## src/rtl/ctrl_pkg.sv

```systemverilog
// ----------------------------------------------------------------------------
// ctrl_pkg
//   Shared decode types for the core pipeline: ALU operation codes, write-back
//   select, RV32I opcode values, the decoded control word carried from decode
//   to execute, and the decode-stage occupancy state.
// ----------------------------------------------------------------------------
package ctrl_pkg;

   typedef enum logic [4:0] {
      ALU_ADD    = 5'd0,
      ALU_SUB    = 5'd1,
      ALU_SLL    = 5'd2,
      ALU_SLT    = 5'd3,
      ALU_SLTU   = 5'd4,
      ALU_XOR    = 5'd5,
      ALU_SRL    = 5'd6,
      ALU_SRA    = 5'd7,
      ALU_OR     = 5'd8,
      ALU_AND    = 5'd9,
      ALU_PASSB  = 5'd10,
      ALU_MUL    = 5'd16,
      ALU_MULH   = 5'd17,
      ALU_MULHSU = 5'd18,
      ALU_MULHU  = 5'd19,
      ALU_DIV    = 5'd20,
      ALU_DIVU   = 5'd21,
      ALU_REM    = 5'd22,
      ALU_REMU   = 5'd23
   } alu_op_e;

   typedef enum logic [1:0] {
      WB_ALU = 2'd0,
      WB_MEM = 2'd1,
      WB_PC4 = 2'd2
   } wb_sel_e;

   localparam logic [6:0] OPC_LUI    = 7'b0110111;
   localparam logic [6:0] OPC_AUIPC  = 7'b0010111;
   localparam logic [6:0] OPC_JAL    = 7'b1101111;
   localparam logic [6:0] OPC_JALR   = 7'b1100111;
   localparam logic [6:0] OPC_BRANCH = 7'b1100011;
   localparam logic [6:0] OPC_LOAD   = 7'b0000011;
   localparam logic [6:0] OPC_STORE  = 7'b0100011;
   localparam logic [6:0] OPC_OPIMM  = 7'b0010011;
   localparam logic [6:0] OPC_OP     = 7'b0110011;

   localparam logic [6:0] F7_BASE = 7'b0000000;
   localparam logic [6:0] F7_ALT  = 7'b0100000;
   localparam logic [6:0] F7_MEXT = 7'b0000001;

   typedef struct packed {
      logic [4:0] rs1;
      logic [4:0] rs2;
      logic [4:0] rd;
      alu_op_e    alu_op;
      logic       alu_src_imm;
      logic       alu_src_pc;
      logic       reg_write;
      logic       mem_read;
      logic       mem_write;
      logic [2:0] mem_size;
      logic       branch;
      logic [2:0] br_cond;
      logic       jump;
      wb_sel_e    wb_sel;
      logic       illegal;
   } ctrl_word_t;

   typedef enum logic {
      ST_EMPTY = 1'b0,
      ST_FULL  = 1'b1
   } pipe_state_e;

   // Base-ISA ALU op selected by funct3; alt picks SUB / SRA.
   function automatic alu_op_e alu_from_funct3(input logic [2:0] funct3, input logic alt);
      alu_op_e op;
      case (funct3)
         3'd0:    op = alt ? ALU_SUB : ALU_ADD;
         3'd1:    op = ALU_SLL;
         3'd2:    op = ALU_SLT;
         3'd3:    op = ALU_SLTU;
         3'd4:    op = ALU_XOR;
         3'd5:    op = alt ? ALU_SRA : ALU_SRL;
         3'd6:    op = ALU_OR;
         default: op = ALU_AND;
      endcase
      return op;
   endfunction

endpackage

```

## src/rtl/control_decode_comb.sv

```systemverilog
// ----------------------------------------------------------------------------
// control_decode_comb
//   Pure combinational RV32I (+ optional M) decoder: instruction word in,
//   control word and sign-extended immediate out. No state.
//   Ports:
//     instr  in   32    raw instruction word
//     ctrl   out  -     decoded control word (ctrl_word_t)
//     imm    out  XLEN  immediate sign-extended from instr[31]; 0 for R-type
// ----------------------------------------------------------------------------
module control_decode_comb
   import ctrl_pkg::*;
#(
   parameter int XLEN    = 32,
   parameter int EN_MEXT = 0
) (
   input  logic [31:0]     instr,
   output ctrl_word_t      ctrl,
   output logic [XLEN-1:0] imm
);

   logic [6:0] w_opcode;
   logic [2:0] w_funct3;
   logic [6:0] w_funct7;

   logic signed [31:0] w_imm_i;
   logic signed [31:0] w_imm_s;
   logic signed [31:0] w_imm_b;
   logic signed [31:0] w_imm_u;
   logic signed [31:0] w_imm_j;
   logic signed [31:0] w_imm32;
   logic               w_illegal;

   assign w_opcode = instr[6:0];
   assign w_funct3 = instr[14:12];
   assign w_funct7 = instr[31:25];

   assign w_imm_i = {{20{instr[31]}}, instr[31:20]};
   assign w_imm_s = {{20{instr[31]}}, instr[31:25], instr[11:7]};
   assign w_imm_b = {{19{instr[31]}}, instr[31], instr[7], instr[30:25], instr[11:8], 1'b0};
   assign w_imm_u = {instr[31:12], 12'b0};
   assign w_imm_j = {{11{instr[31]}}, instr[31], instr[19:12], instr[20], instr[30:21], 1'b0};

   always_comb begin
      // NOTE: every variable written here gets a default first, so no path
      // through the case can leave one unassigned and infer a latch.
      ctrl      = '0;
      ctrl.rs1  = instr[19:15];
      ctrl.rs2  = instr[24:20];
      ctrl.rd   = instr[11:7];
      w_imm32   = '0;
      w_illegal = 1'b0;

      case (w_opcode)
         OPC_LUI: begin
            ctrl.rs1         = '0;
            ctrl.rs2         = '0;
            w_imm32          = w_imm_u;
            ctrl.alu_op      = ALU_PASSB;
            ctrl.alu_src_imm = 1'b1;
            ctrl.reg_write   = 1'b1;
         end
         OPC_AUIPC: begin
            ctrl.rs1         = '0;
            ctrl.rs2         = '0;
            w_imm32          = w_imm_u;
            ctrl.alu_op      = ALU_ADD;
            ctrl.alu_src_pc  = 1'b1;
            ctrl.alu_src_imm = 1'b1;
            ctrl.reg_write   = 1'b1;
         end
         OPC_JAL: begin
            ctrl.rs1         = '0;
            ctrl.rs2         = '0;
            w_imm32          = w_imm_j;
            ctrl.alu_op      = ALU_ADD;
            ctrl.alu_src_pc  = 1'b1;
            ctrl.alu_src_imm = 1'b1;
            ctrl.jump        = 1'b1;
            ctrl.wb_sel      = WB_PC4;
            ctrl.reg_write   = 1'b1;
         end
         OPC_JALR: begin
            ctrl.rs2         = '0;
            w_imm32          = w_imm_i;
            ctrl.alu_op      = ALU_ADD;
            ctrl.alu_src_imm = 1'b1;
            ctrl.jump        = 1'b1;
            ctrl.wb_sel      = WB_PC4;
            ctrl.reg_write   = 1'b1;
            w_illegal        = (w_funct3 != 3'd0);
         end
         OPC_BRANCH: begin
            ctrl.rd      = '0;
            w_imm32      = w_imm_b;
            ctrl.alu_op  = ALU_SUB;
            ctrl.branch  = 1'b1;
            ctrl.br_cond = w_funct3;
            w_illegal    = (w_funct3 == 3'd2) || (w_funct3 == 3'd3);
         end
         OPC_LOAD: begin
            ctrl.rs2         = '0;
            w_imm32          = w_imm_i;
            ctrl.alu_op      = ALU_ADD;
            ctrl.alu_src_imm = 1'b1;
            ctrl.mem_read    = 1'b1;
            ctrl.mem_size    = w_funct3;
            ctrl.wb_sel      = WB_MEM;
            ctrl.reg_write   = 1'b1;
            // LB LH LW LBU LHU only; 64-bit and reserved widths are rejected.
            w_illegal        = (w_funct3 == 3'd3) || (w_funct3 == 3'd6) || (w_funct3 == 3'd7);
         end
         OPC_STORE: begin
            ctrl.rd          = '0;
            w_imm32          = w_imm_s;
            ctrl.alu_op      = ALU_ADD;
            ctrl.alu_src_imm = 1'b1;
            ctrl.mem_write   = 1'b1;
            ctrl.mem_size    = w_funct3;
            w_illegal        = (w_funct3 > 3'd2);
         end
         OPC_OPIMM: begin
            ctrl.rs2         = '0;
            w_imm32          = w_imm_i;
            // Only shifts carry a funct7; for the rest instr[30] is immediate.
            ctrl.alu_op      = alu_from_funct3(w_funct3, (w_funct3 == 3'd5) && instr[30]);
            ctrl.alu_src_imm = 1'b1;
            ctrl.reg_write   = 1'b1;
            if (w_funct3 == 3'd1)
               w_illegal = (w_funct7 != F7_BASE);
            else if (w_funct3 == 3'd5)
               w_illegal = (w_funct7 != F7_BASE) && (w_funct7 != F7_ALT);
         end
         OPC_OP: begin
            ctrl.reg_write = 1'b1;
            if (w_funct7 == F7_BASE) begin
               ctrl.alu_op = alu_from_funct3(w_funct3, 1'b0);
            end else if (w_funct7 == F7_ALT) begin
               ctrl.alu_op = alu_from_funct3(w_funct3, 1'b1);
               w_illegal   = (w_funct3 != 3'd0) && (w_funct3 != 3'd5);
            end else if ((w_funct7 == F7_MEXT) && (EN_MEXT != 0)) begin
               // MUL..REMU occupy 16 + funct3.
               ctrl.alu_op = alu_op_e'({2'b10, w_funct3});
            end else begin
               w_illegal = 1'b1;
            end
         end
         default: w_illegal = 1'b1;
      endcase

      // Compressed/16-bit encodings (which includes the all-zero word).
      if (instr[1:0] != 2'b11)
         w_illegal = 1'b1;

      if (w_illegal) begin
         ctrl.reg_write = 1'b0;
         ctrl.mem_read  = 1'b0;
         ctrl.mem_write = 1'b0;
         ctrl.branch    = 1'b0;
         ctrl.jump      = 1'b0;
      end
      if (ctrl.rd == 5'd0)
         ctrl.reg_write = 1'b0;
      ctrl.illegal = w_illegal;

      imm = XLEN'(w_imm32);
   end

endmodule

```

## src/rtl/control_decode_pipe.sv

```systemverilog
// ----------------------------------------------------------------------------
// control_decode_pipe
//   Registered decode stage between fetch and execute. One instruction per
//   valid/ready handshake, one cycle of latency, flush for branch redirects.
//   Ports:
//     clk, rst                 clock, asynchronous active-high reset
//     flush                    drop held output and any same-cycle input
//     in_valid/in_ready        fetch-side handshake (instr, pc_in)
//     out_valid/out_ready      execute-side handshake
//     pc_out                   registered pc_in
//     rs1/rs2/rd, imm          register indices and immediate
//     alu_op, alu_src_imm/pc   ALU control (alu_op is ctrl_pkg::alu_op_e)
//     reg_write, mem_*         write-back and memory control
//     branch/br_cond, jump     control-flow control
//     wb_sel, illegal          write-back select, unsupported instruction
// ----------------------------------------------------------------------------
module control_decode_pipe
   import ctrl_pkg::*;
#(
   parameter int XLEN    = 32,
   parameter int EN_MEXT = 0
) (
   input  logic            clk,
   input  logic            rst,
   input  logic            flush,
   input  logic            in_valid,
   output logic            in_ready,
   input  logic [31:0]     instr,
   input  logic [XLEN-1:0] pc_in,
   output logic            out_valid,
   input  logic            out_ready,
   output logic [XLEN-1:0] pc_out,
   output logic [4:0]      rs1,
   output logic [4:0]      rs2,
   output logic [4:0]      rd,
   output logic [XLEN-1:0] imm,
   output logic [4:0]      alu_op,
   output logic            alu_src_imm,
   output logic            alu_src_pc,
   output logic            reg_write,
   output logic            mem_read,
   output logic            mem_write,
   output logic [2:0]      mem_size,
   output logic            branch,
   output logic [2:0]      br_cond,
   output logic            jump,
   output logic [1:0]      wb_sel,
   output logic            illegal
);

   pipe_state_e     r_state;
   ctrl_word_t      r_ctrl;
   logic [XLEN-1:0] r_imm;
   logic [XLEN-1:0] r_pc;

   ctrl_word_t      w_ctrl;
   logic [XLEN-1:0] w_imm;
   logic            w_accept;

   control_decode_comb #(
      .XLEN    (XLEN),
      .EN_MEXT (EN_MEXT)
   ) u_decode (
      .instr (instr),
      .ctrl  (w_ctrl),
      .imm   (w_imm)
   );

   // Held in reset so fetch sees no acceptance until reset is released.
   assign in_ready = !rst && ((r_state == ST_EMPTY) || out_ready);
   assign w_accept = in_valid && in_ready && !flush;

   always_ff @(posedge clk or posedge rst) begin
      // NOTE: state is updated with non-blocking assignments so every register
      // samples the pre-edge values and block ordering cannot change behaviour.
      if (rst) begin
         // NOTE: the data registers are reset too, not just the valid bit,
         // because every output must read 0 while in reset.
         r_state <= ST_EMPTY;
         r_ctrl  <= '0;
         r_imm   <= '0;
         r_pc    <= '0;
      end else if (flush) begin
         r_state <= ST_EMPTY;
      end else if (w_accept) begin
         r_state <= ST_FULL;
         r_ctrl  <= w_ctrl;
         r_imm   <= w_imm;
         r_pc    <= pc_in;
      end else if (out_ready) begin
         // Drain: data fields keep their stale value, only validity drops.
         r_state <= ST_EMPTY;
      end
   end

   assign out_valid   = (r_state == ST_FULL);
   assign pc_out      = r_pc;
   assign imm         = r_imm;
   assign rs1         = r_ctrl.rs1;
   assign rs2         = r_ctrl.rs2;
   assign rd          = r_ctrl.rd;
   assign alu_op      = r_ctrl.alu_op;
   assign alu_src_imm = r_ctrl.alu_src_imm;
   assign alu_src_pc  = r_ctrl.alu_src_pc;
   assign reg_write   = r_ctrl.reg_write;
   assign mem_read    = r_ctrl.mem_read;
   assign mem_write   = r_ctrl.mem_write;
   assign mem_size    = r_ctrl.mem_size;
   assign branch      = r_ctrl.branch;
   assign br_cond     = r_ctrl.br_cond;
   assign jump        = r_ctrl.jump;
   assign wb_sel      = r_ctrl.wb_sel;
   assign illegal     = r_ctrl.illegal;

endmodule
```

## config.mk

```make
export PLATFORM = sky130hd
export DESIGN_NAME = control_decode_pipe
export DESIGN_NICKNAME = d
export VERILOG_FILES = /design/src/rtl/ctrl_pkg.sv /design/src/rtl/control_decode_comb.sv /design/src/rtl/control_decode_pipe.sv
export SDC_FILE = /design/constraint.sdc
export NUM_CORES = 1
export LEC_CHECK = 0
export CAP_MARGIN = 20
export CORE_MARGIN = 5
export CORE_UTILIZATION = 44
export CTS_CLUSTER_SIZE = 12
export DETAILED_ROUTE_END_ITERATION = 12
export GPL_TIMING_DRIVEN = 0
export MAX_ROUTING_LAYER = met4
export PLACE_DENSITY_LB_ADDON = 0.05
export SETUP_SLACK_MARGIN = 0.1
export SLEW_MARGIN = 20
export SYNTH_ARGS = -nofsm -noshare
export SYNTH_HDL_FRONTEND = slang
export SYNTH_SLANG_ARGS = --single-unit
```

## constraint.sdc

```tcl
create_clock -name clk -period 4.1 [get_ports clk]
set_clock_uncertainty 0.1 [all_clocks]
set_input_delay 1.025 -clock clk [delete_from_list [all_inputs] [get_ports clk]]
set_output_delay 1.025 -clock clk [all_outputs]
set_load 0.01 [all_outputs]
```

==> metrics.txt, run 1 <==
outcome completed; CP required 2970 ps; hold path cells 2; number of synthesized flops with an enable pin 0; vias in the first global route 4265; Post-synth top flop dfrtp_1; post-synthesis mux area share 0.477%; Buf+Inv Stages, Crit Path 2; worst path cell trace clkdlybuf4s50_1 > nor2_1 > clkdlybuf4s50_1; Relative slew margins 46.9%; CP max-delay cell clkdlybuf4s50_1; R2R cell count 7; Hold EP pc_out[9]$_DFFE_PP0P_; post-cts resize count 0; share of layout cells above drive strength 1 7.24%; Fmax 292 MHz; ant diodes 0; Cell variety after synth 59; largest net degree at the start of global routing 60; TritonCTS Buffers 9; Top delay family on crit path buffers and inverters; Routed WL 13400 um; crit path launch type primary input; Tot GR Track Use 22.7%; Worst Tran Pin Value 789 ps; HP Class flip-flop to flip-flop; crit end category primary output; initial antenna violation count 0; die span in x 111 um; pre-CTS setup slack 679 ps; Die Ht 111 um; RSZ-0062 raised after global routing no; Worst EP arrival 2300 ps; Seq/Total Area, Yosys 56.1%; Final WS setup 672 ps; gp weighted congestion 0.961; Via density 5.28; Power Dens Cells 365 mW/mm^2; # hold bufs at CTS 0; fin area 0.00654 sq mm; clock sinks 100; asr flop ratio synth 100%; r2r setup slk 2010 ps; Post-CTS Repair Setup Buffers 0; largest family of logic cells by synthesized area simple AND/OR/NAND/NOR gates; Final Cycle Share 83.6%; DRC Markers 0; Starting Density 45.4%; total grt overflow 0; CP Class primary input to primary output; most used cell, CP clkdlybuf4s50_1; VDD IR max 217 uV; Crit Path Max Fanout 4; core area 0.00982 sq mm; Final Hold Viols 0; DRT iter0 DRCs 262; Hold Startpoint pc_out[9]$_DFFE_PP0P_; register bit total from synthesis 100; drt pass-1 iters 5; ANT nets after route 0; Avg Cell Area, Syn 9.61 sq um; TNS Setup 0 ps; CTS H-Tree Depth 3; cell area after placement 0.00634 sq mm; RR Endpoint alu_src_pc$_DFFE_PP0P_; final setup fails 0; vias post-DR 4130; adder-cell share of the synthesized area 0%; max-slew violation count 0; root buffer cell clkbuf_8; Routed WL per cell 17.1 um; worst r2r src out_valid$_DFFE_PP0P_; compound-cell area share of the yosys netlist 16.6%; CTS tree built; Syn Nets 533; input/output buffers 168; synth-to-layout area growth 46.6%; die area 0.0122 sq mm; worst-case clock buffer depth 2; Ports 171; first-pass GRT wire length 22200 um; max_cap viols 0; Util after Layout 66.6%; Static Leak 0.00284 uW; Synth Area in XOR/XNOR 0.196%; Total Nets Final 713; worst stage delay on the critical path 570 ps; minimum clock period 3430 ps; mapped cell area 0.00446 sq mm; post-synthesis instance total 464; yosys warns 0; worst-skew pair later-pin latency 360 ps; row count 36; detailed-placement wirelength estimate 10000 um; Synth Area in Simple Gates 22.5%; CTS clk-pin slew, worst paths 90 ps
## sequential cells by signal, summed over array words and instances (netlist names), 2 cells and up
name and count:
rs1 5, alu_op 4, rd 5, mem_size 3
rs2 5, wb_sel 2, br_cond 3, pc_out 32
imm 32
## cells by family (layout without fill, tap and decap cells)
kind of cell / count (synthesis) / count (layout)
buffers and inverters: 37 / 222
flip-flops: 100 / 100
XOR/XNOR: 1 / 1
other: 1 / 1
AND/OR/NAND/NOR: 215 / 215
multiplexers: 2 / 2
AO/OA/AOI/OAI: 108 / 108
## layer usage
layer  routed length, um  share of wire [%]  global-route usage [%]  up-vias
li1                    -                  -                       -     1945
met1                6000                 45                    29.9     1996
met2                6110                 46                    33.7      166
met3                 987                7.4                    6.77       23
met4                 279                2.1                    7.47        0
met5                   0                  0                       -        -
## cell usage in the layout, fill, tap and decap left out, drive strengths merged, types with 3 or more instances in the layout
| master | instances |
|---|---|
| a31oi | 3 |
| a21oi | 31 |
| nor3 | 9 |
| dfrtp | 100 |
| clkdlybuf4s50 | 168 |
| buf | 19 |
| clkbuf | 24 |
| nand2b | 4 |
| o21ai | 24 |
| nor4b | 3 |
| nand2 | 140 |
| nor2 | 33 |
| a22o | 29 |
| nor4 | 4 |
| inv | 7 |
| nor2b | 5 |
| a221oi | 4 |
| o31ai | 3 |
| or3 | 3 |
## worst reg2reg max path, stage by stage (launching register included)
cell and delay (ps):
dfrtp_1 380, nor2b_4 140, or4b_1 470, buf_4 200
buf_6 170, clkbuf_1 280, nand2_1 140, o31ai_1 80
## synth_stat cells (all sizes together), types with 5 or more instances
library cell	count	area share, %
a22o	29	5.7
nor3	9	1.2
nor2	33	2.8
nand2	140	12
a21oi	31	3.5
o21ai	24	2.7
nor2b	5	0.87
clkbuf	14	1.2
buf	18	2.4
dfrtp	100	56
## how the worst max path moves through the flow
stage / depth (start not counted) / endpoint / slack [ps] / startpoint
2_1_floorplan: 1 / alu_op[0]$_DFFE_PP0P_ / 360 / rst
3_3_place_gp: 2 / mem_size[1]$_DFFE_PP0P_ / -1220 / rst
3_5_place_dp: 3 / in_ready / 680 / rst
4_1_cts: 3 / in_ready / 670 / rst
5_1_grt: 3 / in_ready / 600 / rst
6_report: 3 / in_ready / 670 / rst
## stage by stage
step	instances	power [uW]	hold WS, ps
after floorplan	464	1400	410
after global placement	765	1760	357
after detailed placement	766	1770	362
after CTS	782	2410	385
after global routing	782	2510	418
final	782	2390	381
## power breakdown
| group | internal (uW) | total, uW | switching (uW) |
|---|---|---|---|
| registers | 1100 | 1160 | 61.5 |
| clock network | 288 | 637 | 349 |
| logic | 327 | 591 | 264 |
## area by class of cell
cell class | count | area, sq um
repair buffers | 169 | 1710
flip-flops and latches | 100 | 2500
multi-input cells | 327 | 1780
well taps | 133 | 166
plain buffers | 32 | 161
fillers | 835 | 3280
clock inverters | 6 | 68.8
inverters | 5 | 23.8
clock buffers | 10 | 128
(Power assumes the default switching activity.)
==> run 2, diff against run 1 <==
--- a/config.mk
+++ b/config.mk
@@ -7,7 +7,7 @@
 export LEC_CHECK = 0
 export CAP_MARGIN = 20
 export CORE_MARGIN = 5
-export CORE_UTILIZATION = 44
+export CORE_UTILIZATION = 40
 export CTS_CLUSTER_SIZE = 12
 export DETAILED_ROUTE_END_ITERATION = 12
 export GPL_TIMING_DRIVEN = 0
==> constraint.sdc (replaced) <==
create_clock -name clk -period 2.95 [get_ports clk]
set_clock_uncertainty 0.1 [all_clocks]
set_input_delay 0.7375 -clock clk [delete_from_list [all_inputs] [get_ports clk]]
set_output_delay 0.7375 -clock clk [all_outputs]
set_load 0.01 [all_outputs]
==> metrics.txt, run 2 (synthesis gave the netlist of run 1 again) <==
VDD IR max 258 uV (+19%); CP max-delay cell clkdlybuf4s50_1; Die Ht 116 um (+4.4%); most common cell after layout, fill and taps aside clkdlybuf4s50_1; Relative slew margins 57.5% (+11 points); critical path depth 4 (+1); minimum clock period 2780 ps; crit path launch type primary input; clock sinks 100 (unchanged); RSZ-0062 raised after global routing no; largest net degree at the start of global routing 30 (-50%); gp weighted congestion 0.865 (-10%); TritonCTS Buffers 9 (unchanged); worst-case clock buffer depth 2 (unchanged); most frequent cells in the layout clkdlybuf4s50_1, nand2_1, dfrtp_1, nor2_1, a21oi_1; detailed-placement wirelength estimate 10500 um (+4.4%); Final WS setup 175 ps (-497 ps); max-slew violation count 0 (unchanged); ANT nets after route 0 (unchanged); Worst EP arrival 1940 ps (-360 ps); vias post-DR 4072 (-1.4%); CP Class primary input to primary output; Static Leak 0.00286 uW (+0.65%); Total Nets Final 715 (+0.28%); Starting Density 40.9% (-4.5 points); final setup fails 0 (unchanged); DRC Markers 0 (unchanged); max_cap viols 0 (unchanged); total grt overflow 0 (unchanged); Via density 5.15 (-2.5%); most used cell, CP clkdlybuf4s50_1; worst-skew pair later-pin latency 370 ps (about the same); first-pass GRT wire length 22200 um (about the same); Fmax 360 MHz; crit path to in_ready; die area 0.0134 sq mm (+9.1%); Power Dens Cells 505 mW/mm^2 (+38%); input/output buffers 168 (unchanged); pre-CTS setup slack -250 ps (-929 ps); drt pass-1 iters 4 (-1); Crit Path Max Fanout 4 (unchanged); r2r setup slk 870 ps (-1140 ps); CP startpoint out_ready; Top delay family on crit path buffers and inverters; core area 0.0109 sq mm (+11%); root buffer cell clkbuf_8; TNS Setup 0 ps (unchanged); outcome completed; Buf+Inv Stages, Crit Path 2 (unchanged); HP Class flip-flop to flip-flop; hold path cells 2 (unchanged); CTS tree built; CTS H-Tree Depth 3 (unchanged); Ports 171 (unchanged); total power draw 3330 uW (+39%); Final Cycle Share 94.1%; die span in x 116 um (+4.4%); # hold bufs at CTS 0 (unchanged); Routed WL per cell 17.3 um (+1.2%); vias in the first global route 4293 (+0.66%); share of layout cells above drive strength 1 7.83% (+0.59 points); crit end category primary output; Tot GR Track Use 21.9% (-0.84 points); Post-CTS Repair Setup Buffers 0 (unchanged); ant diodes 0 (unchanged); DRT iter0 DRCs 221 (-16%); initial antenna violation count 0 (unchanged); CP required 2110 ps (-860 ps); synth-to-layout area growth 47.8%; R2R cell count 5 (-2); row count 38 (+5.6%); worst path cell trace clkdlybuf4s50_1 > nor2b_4 > nor2_1 > clkdlybuf4s50_1; Worst Tran Pin Value 636 ps (-153 ps); worst stage delay on the critical path 550 ps (-20 ps); CTS clk-pin slew, worst paths 90 ps (about the same); Routed WL 13700 um (+2.4%); RR Endpoint rs1[0]$_DFFE_PP0P_; Final Hold Viols 0 (unchanged); worst r2r src out_valid$_DFFE_PP0P_
run 2: cell types whose count changed in the layout (fill, tap and decap cells not counted):
cell and delta:
clkdlybuf4s50_1 -1, nor3_1 -1, dlymetal6s2s_1 +1, clkinvlp_4 +2
buf_16 -1, inv_8 +1, nor3_2 +1, nor4_1 -1
inv_6 -3, buf_12 +3, nor4_2 +1
run 2: cell type report:
class / instances / area, sq um
fillers: 1004 / 4300
flip-flops and latches: 100 / 2500
multi-input cells: 327 / 1790
repair buffers: 171 / 1740
well taps: 140 / 175
plain buffers: 32 / 161
clock buffers: 10 / 128
clock inverters: 6 / 70.1
inverters: 5 / 22.5
run 2: stage by stage:
stage | cell area (sq um) | instances | hold slack, ps | utilization (%)
floorplan | 4460 | 464 | 410 | -
global placement | 6320 | 772 | 358 | 58.0
detailed placement | 6380 | 775 | 365 | 58.6
CTS | 6580 | 791 | 386 | 60.4
global route | 6590 | 791 | 414 | 60.5
finish | 6590 | 791 | 384 | 60.5
run 2: where the power goes:
group          internal (uW)  leakage (uW)  switching [uW]  total, uW
Combinational            459       0.00148             368        827
Clock                    400     0.0000948             488        888
Sequential              1520       0.00129            86.8       1610
run 2: worst register-to-register path: stages, from the launching register on:
cell and delay [ps]:
dfrtp_1 390, nor2b_4 150, nor4b_4 550, clkbuf_1 540, nand2_1 110, o21ai_0 160
run 2: worst min path at each step:
stage	endpoint	slack, ps	from
finish	pc_out[30]$_DFFE_PP0P_	380	pc_out[30]$_DFFE_PP0P_
global route	pc_out[30]$_DFFE_PP0P_	410	pc_out[30]$_DFFE_PP0P_
CTS	pc_out[30]$_DFFE_PP0P_	390	pc_out[30]$_DFFE_PP0P_
detailed placement	pc_out[30]$_DFFE_PP0P_	360	pc_out[30]$_DFFE_PP0P_
global placement	pc_out[2]$_DFFE_PP0P_	360	pc_out[2]$_DFFE_PP0P_
floorplan	rs1[3]$_DFFE_PP0P_	410	rs1[3]$_DFFE_PP0P_
run 2: repair_timing:
action,CTS,global route
resized for setup,0,3
endpoints found under the hold margin,0,0
setup endpoints to repair,0,7
run 2: routing by layer:
| layer | share of wire (%) | track usage, % | up-vias | wire length [um] |
|---|---|---|---|---|
| met5 | 0 | - | - | 0 |
| li1 | - | - | 1944 | - |
| met1 | 42 | 28.5 | 1957 | 5730 |
| met2 | 47 | 33.1 | 152 | 6400 |
| met4 | 1.6 | 5.56 | 0 | 218 |
| met3 | 9.8 | 7.10 | 19 | 1340 |
==> run 3, diff against run 2 <==
--- a/config.mk
+++ b/config.mk
@@ -14,7 +14,7 @@
 export MAX_ROUTING_LAYER = met4
 export PLACE_DENSITY_LB_ADDON = 0.05
 export SETUP_SLACK_MARGIN = 0.1
-export SLEW_MARGIN = 20
+export SLEW_MARGIN = 30
 export SYNTH_ARGS = -nofsm -noshare
 export SYNTH_HDL_FRONTEND = slang
 export SYNTH_SLANG_ARGS = --single-unit
==> results of run 3 <==
Final layout, timing and power as in run 2 (identical DEF).
